`src/rtl/fnd_pkg.sv`:
```
// Definitions shared by the stopwatch counter and the 4-digit FND display
// controller: the count width, the top of the display range and the state
// encoding of the stopwatch control FSM.
package fnd_pkg;

  // Width of the fndData bus between the counter and the display controller.
  localparam int FND_DATA_W = 14;

  // Largest value four decimal digits can show.
  localparam int FND_MAX = 9999;

  // Largest value the fndData bus can carry.
  localparam int FND_LIMIT = (1 << FND_DATA_W) - 1;

  // Stopwatch control states. The encoding is fixed because the display side
  // decodes the same values.
  typedef enum logic [1:0] {
    ST_STOP = 2'd0,
    ST_RUN  = 2'd1,
    ST_CLR  = 2'd2
  } state_t;

  // Width of a divider that counts 0..div-1. It never drops below one bit,
  // so a divide-by-one build still has a legal vector.
  function automatic int div_width(input int div);
    return (div > 1) ? $clog2(div) : 1;
  endfunction

endpackage

```
`src/rtl/stopwatch_tick_gen.sv`:
```
// Tick generator for the stopwatch. It divides the system clock by DIV while
// enabled and raises tick for one cycle at the end of each divider period.
// When disabled the divider freezes, so a paused stopwatch keeps its
// sub-step phase.
module stopwatch_tick_gen
  import fnd_pkg::*;
#(
  parameter int DIV = 10
) (
  input  logic clk,
  input  logic reset,
  input  logic en,
  input  logic clr,
  output logic tick
);

  localparam int DIV_W = div_width(DIV);
  localparam logic [DIV_W-1:0] LAST = DIV_W'(DIV - 1);

  logic [DIV_W-1:0] divider;

  // Divider: zeroed by reset or clear, advances only while enabled, and
  // returns to zero after its last value.
  always_ff @(posedge clk) begin
    // NOTE: state is updated with non-blocking assignments so every register
    // samples the values from before the edge; blocking assignments here
    // would make the result depend on statement and block ordering.
    if (reset || clr) begin
      divider <= '0;
    end else if (en) begin
      if (divider == LAST) begin
        divider <= '0;
      end else begin
        divider <= divider + DIV_W'(1);
      end
    end
  end

  // The tick coincides with the last divider value. The count register
  // downstream takes the step at the edge that wraps the divider, which
  // gives the one-cycle latency from tick to the new count.
  assign tick = en && (divider == LAST);

endmodule

```
`src/rtl/stopwatch_counter.sv`:
```
// Stopwatch counter feeding the FND display controller. A small FSM
// (STOP / RUN / CLR) driven by the run_stop and clear command pulses decides
// when the stopwatch runs. While running, the count steps once per tick, up
// or down as selected by mode_down, and wraps between 0 and MAX_COUNT with a
// one-cycle wrap pulse. fndData is the binary count; BCD conversion is left
// to the display controller.
module stopwatch_counter
  import fnd_pkg::*;
#(
  parameter int SYS_HZ    = 100_000_000,
  parameter int TICK_HZ   = 10,
  parameter int MAX_COUNT = FND_MAX   // must be 1..FND_LIMIT
) (
  input  logic                  clk,
  input  logic                  reset,
  input  logic                  run_stop,
  input  logic                  clear,
  input  logic                  mode_down,
  output logic [FND_DATA_W-1:0] fndData,
  output logic                  running,
  output logic                  wrap
);

  localparam int DIV = SYS_HZ / TICK_HZ;
  localparam logic [FND_DATA_W-1:0] TOP = FND_DATA_W'(MAX_COUNT);

  state_t state;
  logic   tick;

  // The divider runs only in RUN and is zeroed while in CLR. A clear pulse
  // that lands on a tick cycle is handled by the FSM, which drops that step.
  stopwatch_tick_gen #(
    .DIV (DIV)
  ) u_tick_gen (
    .clk   (clk),
    .reset (reset),
    .en    (state == ST_RUN),
    .clr   (state == ST_CLR),
    .tick  (tick)
  );

  // Control FSM, count register and wrap flag. running is registered next
  // to state, so it is high exactly while the state is RUN.
  always_ff @(posedge clk) begin
    if (reset) begin
      state   <= ST_STOP;
      running <= 1'b0;
      fndData <= '0;
      wrap    <= 1'b0;
    end else begin
      // wrap is high only in the cycle that shows a wrapped value.
      wrap <= 1'b0;

      case (state)
        ST_STOP: begin
          if (clear) begin
            state   <= ST_CLR;
            running <= 1'b0;
          end else if (run_stop) begin
            state   <= ST_RUN;
            running <= 1'b1;
          end
        end

        ST_RUN: begin
          if (clear) begin
            // clear beats both run_stop and a pending step
            state   <= ST_CLR;
            running <= 1'b0;
          end else begin
            if (run_stop) begin
              state   <= ST_STOP;
              running <= 1'b0;
            end
            // A step due in the same cycle as run_stop is still taken.
            // Both limits are tested before stepping so the count never
            // holds a value outside 0..MAX_COUNT.
            if (tick) begin
              if (mode_down) begin
                if (fndData == '0) begin
                  fndData <= TOP;
                  wrap    <= 1'b1;
                end else begin
                  fndData <= fndData - FND_DATA_W'(1);
                end
              end else begin
                if (fndData == TOP) begin
                  fndData <= '0;
                  wrap    <= 1'b1;
                end else begin
                  fndData <= fndData + FND_DATA_W'(1);
                end
              end
            end
          end
        end

        ST_CLR: begin
          // One cycle of CLR zeroes the count and leaves in STOP. run_stop is
          // ignored here; a clear held high keeps the block in CLR.
          fndData <= '0;
          running <= 1'b0;
          state   <= clear ? ST_CLR : ST_STOP;
        end

        default: begin
          // The unused encoding recovers to a safe stopped state.
          state   <= ST_STOP;
          running <= 1'b0;
        end
      endcase
    end
  end

endmodule

```
`config.mk`:
```
export PLATFORM = sky130hd
export DESIGN_NAME = stopwatch_counter
export DESIGN_NICKNAME = d
export VERILOG_FILES = /design/src/rtl/fnd_pkg.sv /design/src/rtl/stopwatch_tick_gen.sv /design/src/rtl/stopwatch_counter.sv
export SDC_FILE = /design/constraint.sdc
export NUM_CORES = 1
export LEC_CHECK = 0
export BUFFER_PORTS_ARGS = -buffer_cell sky130_fd_sc_hd__buf_2
export CAP_MARGIN = 20
export CORE_AREA = 2 2 102 55
export DETAILED_ROUTE_END_ITERATION = 10
export DIE_AREA = 0 0 104 57
export PLACE_DENSITY = 0.69
export SLEW_MARGIN = 5
export SYNTH_ARGS = -nofsm -noshare
export SYNTH_HDL_FRONTEND = slang
export SYNTH_SLANG_ARGS = --single-unit
```
`constraint.sdc`:
```
create_clock -name clk -period 5.75 [get_ports clk]
set_input_delay 1.15 -clock clk [delete_from_list [all_inputs] [get_ports clk]]
set_output_delay 1.15 -clock clk [all_outputs]
set_load 0.05 [all_outputs]
```
==> results.toml <==
[timing]
slew_viol_final = 0
fin_tns_setup_ns = 0
clock_skew_ns = 0.00719
max_freq_mhz = 344
hold_viol = 0
setup_viol = 0
finalCriticalPeriod_ns = 2.90
post-route-period-util_pct = 50.5
worst_pin_slew_ns = 1.02
relSlewSlack_pct = 31.7
rsz0062_at_grt = "no"

[layout]
layout-drive-gt1-share_pct = 12.6
final_util_pct = 52.7
syn2layout_area_growth_pct = 6.66
n_antenna_cell = 0
fillers = 497
fin_nets = 328

[clocking]
postCtsHoldBufs = 0
clock-root-buffer = "clkbuf_8"
clkSinkCount = 41
path_clk_slew_ns = 0.08
cts_tree = "done"
cts_max_level = 2
post_cts_buffers = 0
clk_latency_ns = 0.29
cts_resized = 0
clock_path_buffers = 2
cts_made_buffers = 5

[detailed_routing]
drc = 0
vias = 2307
drtAntennaViolNets = 0
wirelength_um = 5990
avgRoutedWirePerCell_um = 15.4
routed_via_density = 5.92
first_pass_iters = 5
drt-initial-drc-count = 134

[min_path]
hold_path_class = "flip-flop to flip-flop"

[synthesis]
synth_cell_types = 59
syn_nets = 318
synth-edff-count = 0
netlist_instances = 306
async_flop_share_pct = 0
ys_warn_count = 0
synth_area_per_cell_um2 = 8.29
ys.flop_type = "dfxtp_1"
netlist_area_um2 = 2540
seq_area_frac_synth_pct = 32.4
ys_seq_elements = 41

[floorplanning]
die_w_um = 104
die_h_um = 57
rows = 19
num_io_pins = 21
dieArea_um2 = 5930
core-area_um2 = 5130
start_util_pct = 49.4

[status]
status = "finished, final reports clean"

[global_routing]
grt-ovfl-total = 0
antenna_found_initial = 0
grt_max_degree = 25
first_global_vias = 1948
grt_pass1_wl_um = 10000
track_usage_pct = 21.2

[worst_setup_path]
critPathRequiredTime_ns = 5.98
cpLargestDelayFamily = "simple AND/OR/NAND/NOR gates"
crit_type = "flip-flop to flip-flop"
rrSetupSlack_ns = 2.85
cpPeakStageDelay_ns = 0.63
worstPathArrival_ns = 3.13
path_max_fanout = 24
crit_chain = "inv_1 -> ha_1 -> and3_1 -> nor2b_1 -> a31oi_2 -> or4_1 -> a31oi_1"
timing.critical_path.buf_inv = 1
slowest_stage = "or4_1"
setup.worst_path.end_class = "flip-flop"
cp-start-kind = "flip-flop"

[pwr]
vdd_ir_drop_max_uv = 122
leakage_nw = 0.983
power_density_nw_per_um2 = 234

[placed_design]
portBuffers = 20
gp_congestion = 0.912
hpwl_um = 4390

[flow_run]
drv_cap = 0
[kinds of logic (layout without fill, tap and decap cells)]
group	after synthesis	in the layout	synth area share [%]
fa+ha+maj	7	7	3.45
mux	1	1	0.395
xor+xnor	24	24	8.29
compound gates	52	52	15.4
simple gates	152	152	34.1
flops	41	41	32.4
buf+inv	29	40	5.92
[cell usage after synthesis (2+ instances only)]
master | n | area (um^2)
and2_1 | 3 | 18.8
nor3b_1 | 3 | 22.5
nor4_1 | 3 | 18.8
and3_1 | 7 | 43.8
buf_4 | 5 | 37.5
xor2_1 | 7 | 61.3
o21ai_0 | 7 | 35.0
a31oi_1 | 4 | 25.0
o21a_1 | 2 | 15.0
nand4b_1 | 2 | 17.5
nand2_1 | 25 | 93.8
inv_1 | 12 | 45.0
or4_1 | 2 | 15.0
a32o_1 | 2 | 20.0
nand4_1 | 9 | 56.3
and4_1 | 12 | 105
dfxtp_1 | 41 | 821
a221oi_1 | 3 | 26.3
nor2b_1 | 7 | 43.8
o21bai_1 | 2 | 15.0
xnor2_1 | 17 | 149
a211oi_1 | 2 | 15.0
or4b_1 | 3 | 30.0
buf_2 | 6 | 30.0
clkbuf_1 | 4 | 15.0
nor3_1 | 9 | 45.0
ha_1 | 7 | 87.6
a41oi_1 | 2 | 17.5
nand2b_1 | 2 | 12.5
buf_6 | 2 | 22.5
nor4b_1 | 2 | 17.5
nor4_2 | 2 | 25.0
a21oi_1 | 12 | 60.1
nand3_1 | 12 | 60.1
nor2_1 | 42 | 158
[placed cells by master (no fill, tap or decap), types with 4 or more instances in the layout]
cell type  instances
o21ai_0            7
nand4_1            9
a21oi_1           12
and4_1            12
nand3_1           12
dfxtp_1           41
nor2_1            42
nand2_1           25
xor2_1             7
a31oi_1            4
buf_2             20
and3_1             7
nor2b_1            7
xnor2_1           17
inv_1             12
ha_1               7
nor3_1             9
clkbuf_8           5
[routing by layer]
| layer | vias up | global-route usage (%) | wire, um | share of wire [%] |
|---|---|---|---|---|
| li1 | 1133 | - | - | - |
| met1 | 1075 | 34.7 | 3190 | 53 |
| met2 | 93 | 26.3 | 2200 | 37 |
| met3 | 6 | 6.63 | 582 | 9.7 |
| met4 | 0 | 3.47 | 27 | 0.45 |
| met5 | - | 0 | 0 | 0 |
[state kept, by name, summed over array words and instances, names as in the netlist]
register,cells
u_tick_gen.divider,24
fndData,14
wrap,1
state,2
[per-stage QoR]
| step | hold slack, ns | area, um^2 | instances | total power, mW | setup slack (ns) |
|---|---|---|---|---|---|
| finish | 0.548 | 2710 | 390 | 0.632 | 2.85 |
| global route | 0.569 | 2710 | 390 | 0.665 | 2.58 |
| CTS | 0.546 | 2710 | 390 | 0.630 | 2.83 |
| detailed placement | 0.516 | 2620 | 382 | 0.451 | 2.79 |
| global placement | 0.493 | 2620 | 382 | 0.451 | 2.88 |
| floorplan | 0.477 | 2540 | 306 | 0.423 | 3.26 |
[final cells by class]
type / instances / area, um^2 / share of cell area [%]
well taps: 73 / 91.3 / 3.38
inverters: 12 / 45.0 / 1.67
multi-input cells: 236 / 1570 / 57.9
flip-flops and latches: 41 / 821 / 30.3
clock inverters: 2 / 10.0 / 0.370
repair buffers: 20 / 100 / 3.70
clock buffers: 6 / 72.6 / 2.68
[path summary, 6_finish.rpt]
check                         startpoint                     end  cells past startpoint
setup / recovery                state[1]              fndData[7]                      7
hold / removal    u_tick_gen.divider[23]  u_tick_gen.divider[23]                      2
setup reg to reg                state[1]              fndData[7]                      7
hold reg to reg   u_tick_gen.divider[23]  u_tick_gen.divider[23]                      2
[report_power, final]
part	internal, mW	leakage [nW]	total [mW]	switching (mW)
registers	0.290	0.331	0.308	0.0174
logic	0.0501	0.607	0.141	0.0905
clock network	0.0842	0.0450	0.184	0.0997
total	0.425	0.983	0.632	0.208
[worst reg2reg max path, stage by stage (launching register included)]
cell and delay [ns]:
dfxtp_1 0.34, inv_1 0.10, ha_1 0.32, and3_1 0.28, nor2b_1 0.49, a31oi_2 0.51
or4_1 0.63, a31oi_1 0.17
(Power assumes the default switching activity.)
